`src/rtl/pc_gen_ras_if.sv`:
```
// Fetch-side bundle between the pipeline and the PC generator with return-address stack.
// The PC[31] status output is named super_mode because `super` is a reserved SystemVerilog keyword.
interface pc_gen_ras_if;
    logic        Stall;
    logic [2:0]  ID_PCsrc;
    logic [2:0]  EX_PCsrc;
    logic        ALUOut0;
    logic [31:0] ConBA;
    logic [25:0] JTaddr;
    logic [31:0] DatabusA;
    logic        RAS_push;
    logic [31:0] RAS_pushAddr;
    logic        EX_JRCheck;
    logic [31:0] EX_JRTarget;
    logic [31:0] EX_JRPred;
    logic [31:0] PC;
    logic [31:0] PCplus4;
    logic        super_mode;
    logic [31:0] RAS_top;
    logic        RAS_empty;
    logic        RAS_full;
    logic        Mispredict;

    modport master (
        output Stall, ID_PCsrc, EX_PCsrc, ALUOut0, ConBA, JTaddr, DatabusA,
               RAS_push, RAS_pushAddr, EX_JRCheck, EX_JRTarget, EX_JRPred,
        input  PC, PCplus4, super_mode, RAS_top, RAS_empty, RAS_full, Mispredict
    );

    modport slave (
        input  Stall, ID_PCsrc, EX_PCsrc, ALUOut0, ConBA, JTaddr, DatabusA,
               RAS_push, RAS_pushAddr, EX_JRCheck, EX_JRTarget, EX_JRPred,
        output PC, PCplus4, super_mode, RAS_top, RAS_empty, RAS_full, Mispredict
    );
endinterface

```
`src/rtl/pc_gen_ras.sv`:
```
// Program counter generator with a circular return-address stack for JR prediction.
// EX-stage redirects (taken branch, JR mispredict) take priority and squash ID-stage stack effects.
module pc_gen_ras #(
    parameter int          RAS_DEPTH = 4,
    parameter logic [31:0] RESET_VEC = 32'h80000000,
    parameter logic [31:0] INT_VEC   = 32'h80000004,
    parameter logic [31:0] EXC_VEC   = 32'h80000008
) (
    input  logic        CLK,
    input  logic        Reset_n,
    pc_gen_ras_if.slave bus
);
    localparam int PW = $clog2(RAS_DEPTH);
    localparam int CW = PW + 1;
    localparam logic [CW-1:0] COUNT_FULL = CW'(RAS_DEPTH);

    logic [31:0]   pc_reg, pc_next, pc_plus4, ras_top;
    logic [PW-1:0] ptr_reg, ptr_next, wr_idx;
    logic [CW-1:0] count_reg, count_next;
    logic [31:0]   ras_mem [RAS_DEPTH];
    logic          branch_taken, mispredict, ex_redirect;
    logic          do_push, do_pop, wr_en, ras_empty;

    // Bit 31 is the privilege bit and never carries out of the increment.
    assign pc_plus4     = {pc_reg[31], pc_reg[30:0] + 31'd4};
    assign ras_empty    = (count_reg == '0);
    assign ras_top      = ras_empty ? 32'd0 : ras_mem[ptr_reg];
    assign branch_taken = (bus.EX_PCsrc == 3'd1) && bus.ALUOut0;
    assign mispredict   = bus.EX_JRCheck && (bus.EX_JRTarget != bus.EX_JRPred) && !branch_taken;
    assign ex_redirect  = branch_taken || mispredict;
    assign do_push      = !bus.Stall && !ex_redirect && bus.RAS_push;
    assign do_pop       = !bus.Stall && !ex_redirect && (bus.ID_PCsrc == 3'd6) && !ras_empty;

    always_comb begin
        pc_next = pc_plus4;
        if (bus.Stall) begin
            pc_next = pc_reg;
        end else if (branch_taken) begin
            pc_next = bus.ConBA;
        end else if (mispredict) begin
            pc_next = bus.EX_JRTarget;
        end else begin
            case (bus.ID_PCsrc)
                3'd2:    pc_next = {pc_plus4[31:28], bus.JTaddr, 2'b00};
                3'd3:    pc_next = bus.DatabusA;
                3'd4:    pc_next = INT_VEC;
                3'd5:    pc_next = EXC_VEC;
                3'd6:    pc_next = ras_empty ? bus.DatabusA : ras_top;
                default: pc_next = pc_plus4;
            endcase
        end
    end

    // Push+pop in one cycle rewrites the top in place; a push when full wraps over the oldest entry.
    always_comb begin
        ptr_next   = ptr_reg;
        count_next = count_reg;
        wr_en      = 1'b0;
        wr_idx     = ptr_reg;
        if (do_push && do_pop) begin
            wr_en = 1'b1;
        end else if (do_push) begin
            wr_en    = 1'b1;
            ptr_next = ptr_reg + PW'(1);
            wr_idx   = ptr_reg + PW'(1);
            if (count_reg != COUNT_FULL)
                count_next = count_reg + CW'(1);
        end else if (do_pop) begin
            ptr_next   = ptr_reg - PW'(1);
            count_next = count_reg - CW'(1);
        end
    end

    always_ff @(posedge CLK or negedge Reset_n) begin
        if (!Reset_n) begin
            pc_reg    <= RESET_VEC;
            ptr_reg   <= '0;
            count_reg <= '0;
        end else begin
            pc_reg    <= pc_next;
            ptr_reg   <= ptr_next;
            count_reg <= count_next;
        end
    end

    generate
        for (genvar gi = 0; gi < RAS_DEPTH; gi++) begin : g_entry
            logic [31:0] entry_reg;
            always_ff @(posedge CLK or negedge Reset_n) begin
                if (!Reset_n)
                    entry_reg <= '0;
                else if (wr_en && (wr_idx == PW'(gi)))
                    entry_reg <= bus.RAS_pushAddr;
            end
            assign ras_mem[gi] = entry_reg;
        end
    endgenerate

    assign bus.PC         = pc_reg;
    assign bus.PCplus4    = pc_plus4;
    assign bus.super_mode = pc_reg[31];
    assign bus.RAS_top    = ras_top;
    assign bus.RAS_empty  = ras_empty;
    assign bus.RAS_full   = (count_reg == COUNT_FULL);
    assign bus.Mispredict = mispredict;
endmodule

```
`src/flat_wrapper.sv`:
```
// flat-port wrapper written by rule: the top's interface ports become plain ports
module pc_gen_ras_flat 
#(
    parameter int          RAS_DEPTH = 4,
    parameter logic [31:0] RESET_VEC = 32'h80000000,
    parameter logic [31:0] INT_VEC   = 32'h80000004,
    parameter logic [31:0] EXC_VEC   = 32'h80000008
)
  (CLK, Reset_n, bus_Stall, bus_ID_PCsrc, bus_EX_PCsrc, bus_ALUOut0, bus_ConBA, bus_JTaddr, bus_DatabusA, bus_RAS_push, bus_RAS_pushAddr, bus_EX_JRCheck, bus_EX_JRTarget, bus_EX_JRPred, bus_PC, bus_PCplus4, bus_super_mode, bus_RAS_top, bus_RAS_empty, bus_RAS_full, bus_Mispredict);
  pc_gen_ras_if bus_i ();
  input  logic CLK;
  input  logic Reset_n;
  input wire logic [$bits(bus_i.Stall)-1:0] bus_Stall;
  input wire logic [$bits(bus_i.ID_PCsrc)-1:0] bus_ID_PCsrc;
  input wire logic [$bits(bus_i.EX_PCsrc)-1:0] bus_EX_PCsrc;
  input wire logic [$bits(bus_i.ALUOut0)-1:0] bus_ALUOut0;
  input wire logic [$bits(bus_i.ConBA)-1:0] bus_ConBA;
  input wire logic [$bits(bus_i.JTaddr)-1:0] bus_JTaddr;
  input wire logic [$bits(bus_i.DatabusA)-1:0] bus_DatabusA;
  input wire logic [$bits(bus_i.RAS_push)-1:0] bus_RAS_push;
  input wire logic [$bits(bus_i.RAS_pushAddr)-1:0] bus_RAS_pushAddr;
  input wire logic [$bits(bus_i.EX_JRCheck)-1:0] bus_EX_JRCheck;
  input wire logic [$bits(bus_i.EX_JRTarget)-1:0] bus_EX_JRTarget;
  input wire logic [$bits(bus_i.EX_JRPred)-1:0] bus_EX_JRPred;
  output wire logic [$bits(bus_i.PC)-1:0] bus_PC;
  output wire logic [$bits(bus_i.PCplus4)-1:0] bus_PCplus4;
  output wire logic [$bits(bus_i.super_mode)-1:0] bus_super_mode;
  output wire logic [$bits(bus_i.RAS_top)-1:0] bus_RAS_top;
  output wire logic [$bits(bus_i.RAS_empty)-1:0] bus_RAS_empty;
  output wire logic [$bits(bus_i.RAS_full)-1:0] bus_RAS_full;
  output wire logic [$bits(bus_i.Mispredict)-1:0] bus_Mispredict;
  assign bus_i.Stall = bus_Stall;
  assign bus_i.ID_PCsrc = bus_ID_PCsrc;
  assign bus_i.EX_PCsrc = bus_EX_PCsrc;
  assign bus_i.ALUOut0 = bus_ALUOut0;
  assign bus_i.ConBA = bus_ConBA;
  assign bus_i.JTaddr = bus_JTaddr;
  assign bus_i.DatabusA = bus_DatabusA;
  assign bus_i.RAS_push = bus_RAS_push;
  assign bus_i.RAS_pushAddr = bus_RAS_pushAddr;
  assign bus_i.EX_JRCheck = bus_EX_JRCheck;
  assign bus_i.EX_JRTarget = bus_EX_JRTarget;
  assign bus_i.EX_JRPred = bus_EX_JRPred;
  assign bus_PC = bus_i.PC;
  assign bus_PCplus4 = bus_i.PCplus4;
  assign bus_super_mode = bus_i.super_mode;
  assign bus_RAS_top = bus_i.RAS_top;
  assign bus_RAS_empty = bus_i.RAS_empty;
  assign bus_RAS_full = bus_i.RAS_full;
  assign bus_Mispredict = bus_i.Mispredict;
  pc_gen_ras #(.RAS_DEPTH(RAS_DEPTH), .RESET_VEC(RESET_VEC), .INT_VEC(INT_VEC), .EXC_VEC(EXC_VEC)) u_core (.CLK(CLK), .Reset_n(Reset_n), .bus(bus_i));
endmodule
```
`config.mk`:
```
export PLATFORM = sky130hd
export DESIGN_NAME = pc_gen_ras_flat
export DESIGN_NICKNAME = d
export VERILOG_FILES = /design/src/rtl/pc_gen_ras_if.sv /design/src/rtl/pc_gen_ras.sv /design/src/flat_wrapper.sv
export SDC_FILE = /design/constraint.sdc
export NUM_CORES = 1
export LEC_CHECK = 0
export CORE_ASPECT_RATIO = 1.5
export CORE_MARGIN = 2
export CORE_UTILIZATION = 38
export DETAILED_ROUTE_END_ITERATION = 7
export GPL_ROUTABILITY_DRIVEN = 0
export PLACE_DENSITY_LB_ADDON = 0.2
export SYNTH_ARGS = -nofsm -noshare
export SYNTH_HDL_FRONTEND = slang
export SYNTH_SLANG_ARGS = --single-unit
```
`constraint.sdc`:
```
create_clock -name CLK -period 5 [get_ports CLK]
set_input_delay 1.25 -clock CLK [delete_from_list [all_inputs] [get_ports CLK]]
set_output_delay 1.25 -clock CLK [all_outputs]
set_load 0.02 [all_outputs]
```
**Yosys cells after proc, flatten, opt, wreduce, memory -nomap -nowiden**

Index checks and enable logic that the tools add are counted.

- Flip-flop bits (word level): 165
- Input bits: 198
- Word-level logic and storage cells: 72

- Add/sub/neg operators: 5
- Magnitude comparators: 1
- Equality and inequality tests: 14
- Multiplexer cells: 17
- Bitwise gates (word level): 3
- Reductions and logical operators: 24

Operators with widths:

| operator | count |
|---|---|
| 2-to-1 mux 32 bit | 6 |
| case mux 32 bit (5 select lines) | 1 |
| binary-select mux 32 bit (select 2 bit) | 1 |
| != test 32 bit | 1 |
| adder 31 x 3 -> 31 bit (second input constant) | 1 |
| equality test 3 bit (second input constant) | 4 |
| logical AND 1 bit | 12 |
| 2-to-1 mux 3 bit | 3 |
| 2-to-1 mux 2 bit | 4 |
| equality test 3 x 2 -> 1 bit (second input constant) | 2 |
| AND reduction 3 bit | 2 |
| nonzero test 6 bit | 1 |
| equality test 2 bit (second input constant) | 2 |
| logical NOT 1 bit | 4 |
| adder 3 x 1 -> 3 bit (second input constant) | 1 |
| equality test 3 x 1 -> 1 bit (second input constant) | 1 |
| greater-or-equal comparator 3 bit (second input constant) | 1 |
| logical NOT 3 bit | 1 |
| != test 3 x 1 -> 1 bit (second input constant) | 1 |
| != test 3 bit (second input constant) | 1 |
| inverter 2 -> 3 bit | 1 |
| subtractor 3 x 1 -> 3 bit (second input constant) | 1 |
| adder 2 x 1 -> 2 bit (second input constant) | 1 |
| equality test 2 x 1 -> 1 bit (second input constant) | 1 |
| 8 further kinds | 10 |

**Depth between registers and ports, before layout**

- Depth in word-level cells: 13
- Gate-level depth with buffers: 16
- Gate-level depth less buffers: 14

**Worst setup path after synthesis**

OpenSTA, ideal clock, no wires.

- Path kind: input -> output
- From: input bus_EX_JRPred[8]
- To: output bus_Mispredict
- Arrival time: 2774 ps
- Data required time: 3750 ps
- Setup slack: 976 ps
- Cell stages on the path: 8
- Buffers on the path: 3
- Cells stage by stage: xor2_1 -> nor4_1 -> nand4_1 -> o21ai_2 -> buf_2 -> buf_2 -> buf_2 -> nor2_1

- Word-level cells in the longest chain between the ends: 3

RTL lines:

| item | RTL line | source |
|---|---|---|
| start, declared | flat_wrapper.sv:24 | `input wire logic [$bits(bus_i.EX_JRPred)-1:0] bus_EX_JRPred;` |
| != test 32 bit | pc_gen_ras.sv:29 | `assign mispredict = bus.EX_JRCheck && (bus.EX_JRTarget != bus.EX_JRPred) && !branch_taken;` |
| logical AND 1 bit (2 in series) | pc_gen_ras.sv:29 |  |
| end, declared | flat_wrapper.sv:31 | `output wire logic [$bits(bus_i.Mispredict)-1:0] bus_Mispredict;` |

No other way between the ends.

**Worst setup path in the final report**

- From: input bus_EX_JRTarget[5]
- To: output bus_Mispredict

- Word-level cells in the longest chain between the ends: 3

RTL lines:

| item | RTL line | source |
|---|---|---|
| start, declared | flat_wrapper.sv:23 | `input wire logic [$bits(bus_i.EX_JRTarget)-1:0] bus_EX_JRTarget;` |
| != test 32 bit | pc_gen_ras.sv:29 |  |
| logical AND 1 bit (2 in series) | pc_gen_ras.sv:29 |  |

No other way between the ends.

==> flow_summary.json <==
{
  "status": "finished, final reports clean",
  "drt_iter0_drc": 594,
  "syn_area_um2": 9870,
  "utilization_pct": 54.6,
  "io_pins": 298,
  "setup_viol_count_final": 0,
  "synthFlopType": "dfrtp_1",
  "yosys-top-cells-area": "dfrtp_1 (42%), mux2_1 (15%), mux4_2 (7.3%)",
  "syn2layout_area_growth_pct": 42.1,
  "crit_path_max_fanout": 3,
  "vias_per_cell": 5.57,
  "post-cts-setup-buffer-count": 0,
  "fillCellCount": 2313,
  "grt_pass1_vias": 8794,
  "drive_gt1_share_pct": 10.7,
  "cts_max_level": 4,
  "largest_reg_flops": 128,
  "grt_use_total_pct": 26.0,
  "core_um2": 25700,
  "antenna_found_initial": 1,
  "p_per_area_nw_per_um2": 492,
  "grt_pass1_wl_mm": 53.1,
  "critical_path_arrival_ns": 3.55,
  "cts_tree": "done",
  "ys_ff_latch": 165,
  "hold_violations": 0,
  "endpoint_kind": "primary output",
  "cts_buffer_depth": 2,
  "clk_pin_slew_worst_paths_ns": 0.06,
  "period_share_pct": 95.9,
  "leakagePower_nw": 5.76,
  "relSlewSlack_pct": 25.2,
  "yosysTopAreaCellShare_pct": 41.6,
  "die_x_um": 136,
  "hp-class": "reg -> reg",
  "ys_seq_area_share_pct": 41.9,
  "dp_hpwl_mm": 27.7,
  "synth_edf_count": 0,
  "clock_sinks": 165,
  "hold_buffers": 0,
  "die_h_um": 201,
  "numCtsBuffers": 17,
  "yosysTopAreaCell": "dfrtp_1",
  "firstDrtPassIters": 8,
  "num_vias": 8526,
  "avgSynthCellArea_um2": 11.1,
  "worstPathRequired_ns": 3.75,
  "ant_nets": 0,
  "route.detailed.drc": 0,
  "rsz0062_at_grt": "no",
  "synth.net_count": 1094,
  "start_util_pct": 38.4,
  "cts.repair.resized": 0,
  "root_buffer": "clkbuf_16",
  "wl_mm": 35.3,
  "rows": 72,
  "grt-ovfl-total": 0,
  "clkLatencyLatePin_ns": 0.43,
  "cp-start-kind": "primary input",
  "fmax_mhz": 209,
  "num-nets-final": 1387,
  "worst_pin_slew_ns": 1.12,
  "fin_crit_ns": 4.80,
  "async_reset_ff_share_pct": 100,
  "critPathKind": "in -> out",
  "setup_tns_ns": 0,
  "ys_types": 66,
  "portBuffers": 297,
  "grt_max_degree": 115,
  "drv_cap": 0,
  "finalClockSkew_ns": 0.0138,
  "finalMaxSlewViolations": 0,
  "wl_per_cell_um": 23.1,
  "die_area_um2": 27300,
  "synthCells": 891,
  "ys_warn_count": 0,
  "worst_ir_drop_vdd_v": 0.000269
}
-- report_power, final --
part	switching [W]	total (W)	internal [W]
Combinational	0.00158	0.00326	0.00168
Sequential	0.000375	0.00227	0.00189
Clock	0.000564	0.00137	0.000805
-- cells in the final DEF (no fill, tap or decap), types with 13 or more instances in the layout --
master and instances:
xnor2_1 19, a21oi_1 46, and2_1 33, clkdlybuf4s50_1 295, dfrtp_1 163, clkbuf_16 17
inv_1 13, o211ai_1 15, mux4_2 32, xor2_1 44, a221oi_1 13, mux2i_1 14
buf_4 36, nand2_1 58, a222oi_1 17, o21ai_0 15, nand3_1 17, nor2_1 47
mux2_1 129, nor2b_1 22
-- synth_stat cells, types with 2 or more instances --
cell,n
a211o_1,2
a211oi_1,3
a21boi_0,7
a21boi_1,3
a21o_1,6
a21oi_1,46
a221oi_1,13
a222oi_1,17
a22oi_1,2
a2bb2oi_1,2
a311o_1,2
a31oi_1,8
and2_1,33
and3_1,8
and4_1,2
buf_1,3
buf_2,21
buf_4,12
clkbuf_1,31
dfrtp_1,164
ha_1,4
inv_1,13
inv_2,2
mux2_1,129
mux2_2,2
mux2i_1,14
mux4_2,32
nand2_1,58
nand2_2,2
nand2b_1,5
nand3_1,17
nand3b_1,3
nand4_1,10
nor2_1,47
nor2b_1,22
nor3_1,8
nor4_1,11
o211ai_1,15
o21ai_0,15
o21ai_1,2
o22ai_1,3
o32a_1,7
xnor2_1,19
xor2_1,44
-- stage by stage --
| step | instance area (µm²) | std cells | hold WS, ns | power, W | worst slack (ns) |
|---|---|---|---|---|---|
| finish | 14000 | 1531 | 0.479 | 0.00689 | 0.205 |
| global route | 14000 | 1531 | 0.502 | 0.00728 | 0.0943 |
| global placement | 13400 | 1498 | 0.461 | 0.00549 | 0.190 |
| CTS | 14000 | 1530 | 0.483 | 0.00696 | 0.174 |
| floorplan | 9870 | 891 | 0.452 | 0.00406 | 0.976 |
| detailed placement | 13400 | 1498 | 0.469 | 0.00557 | 0.180 |
-- cell type report --
cell class	instances	area, µm²	share of cell area (%)
multi-input cells	644	5400	38.5
flip-flops and latches	165	4130	29.5
repair buffers	341	3400	24.3
clock buffers	18	439	3.13
well taps	333	417	2.97
clock inverters	14	175	1.25
inverters	15	56.3	0.402
diodes	1	2.50	0.0179
-- worst paths after layout --
kind	from	end	slack (ns)	depth (start not counted)
setup / recovery	bus_EX_JRTarget[5]	bus_Mispredict	0.20	7
setup reg to reg	u_core.count_reg[0]	u_core.g_entry[3].entry_reg[6]	1.53	12
hold / removal	u_core.g_entry[2].entry_reg[11]	u_core.g_entry[2].entry_reg[11]	0.48	1
min in group asynchronous	Reset_n	u_core.g_entry[2].entry_reg[4]	0.94	1
hold reg to reg	u_core.g_entry[2].entry_reg[11]	u_core.g_entry[2].entry_reg[11]	0.48	1
max in group asynchronous	Reset_n	u_core.bus.PC[31]	2.96	2
-- worst max-delay path, stage by stage --
cell and delay, ns:
clkdlybuf4s50_1 0.51, xor2_1 0.21, nor4_1 0.46, nand4_1 0.22, o21ai_4 0.22, nor2_1 0.08, clkdlybuf4s50_1 0.60
-- cell families (layout without fill, tap and decap cells) --
logic type,Yosys count,count (layout),synth area share (%)
and+or+nand+nor,238,238,12.8
muxes,177,177,23.7
DFF,165,165,41.9
AOI/OAI and AO/OA,161,161,11.5
buffers and inverters,82,388,3.84
xor gates and xnor gates,63,63,5.59
adders and majority gates,5,5,0.710
other,0,1,0
-- metal layers --
layer / GRT usage, % / wire length, µm / vias to the layer above
li1: - / - / 3871
met1: 29.6 / 13100 / 4269
met4: 12.4 / 1580 / 0
met3: 4.59 / 2000 / 62
met2: 46.6 / 18600 / 324
met5: 0 / 0 / -
Note: power is estimated with default switching activity, not from simulation.
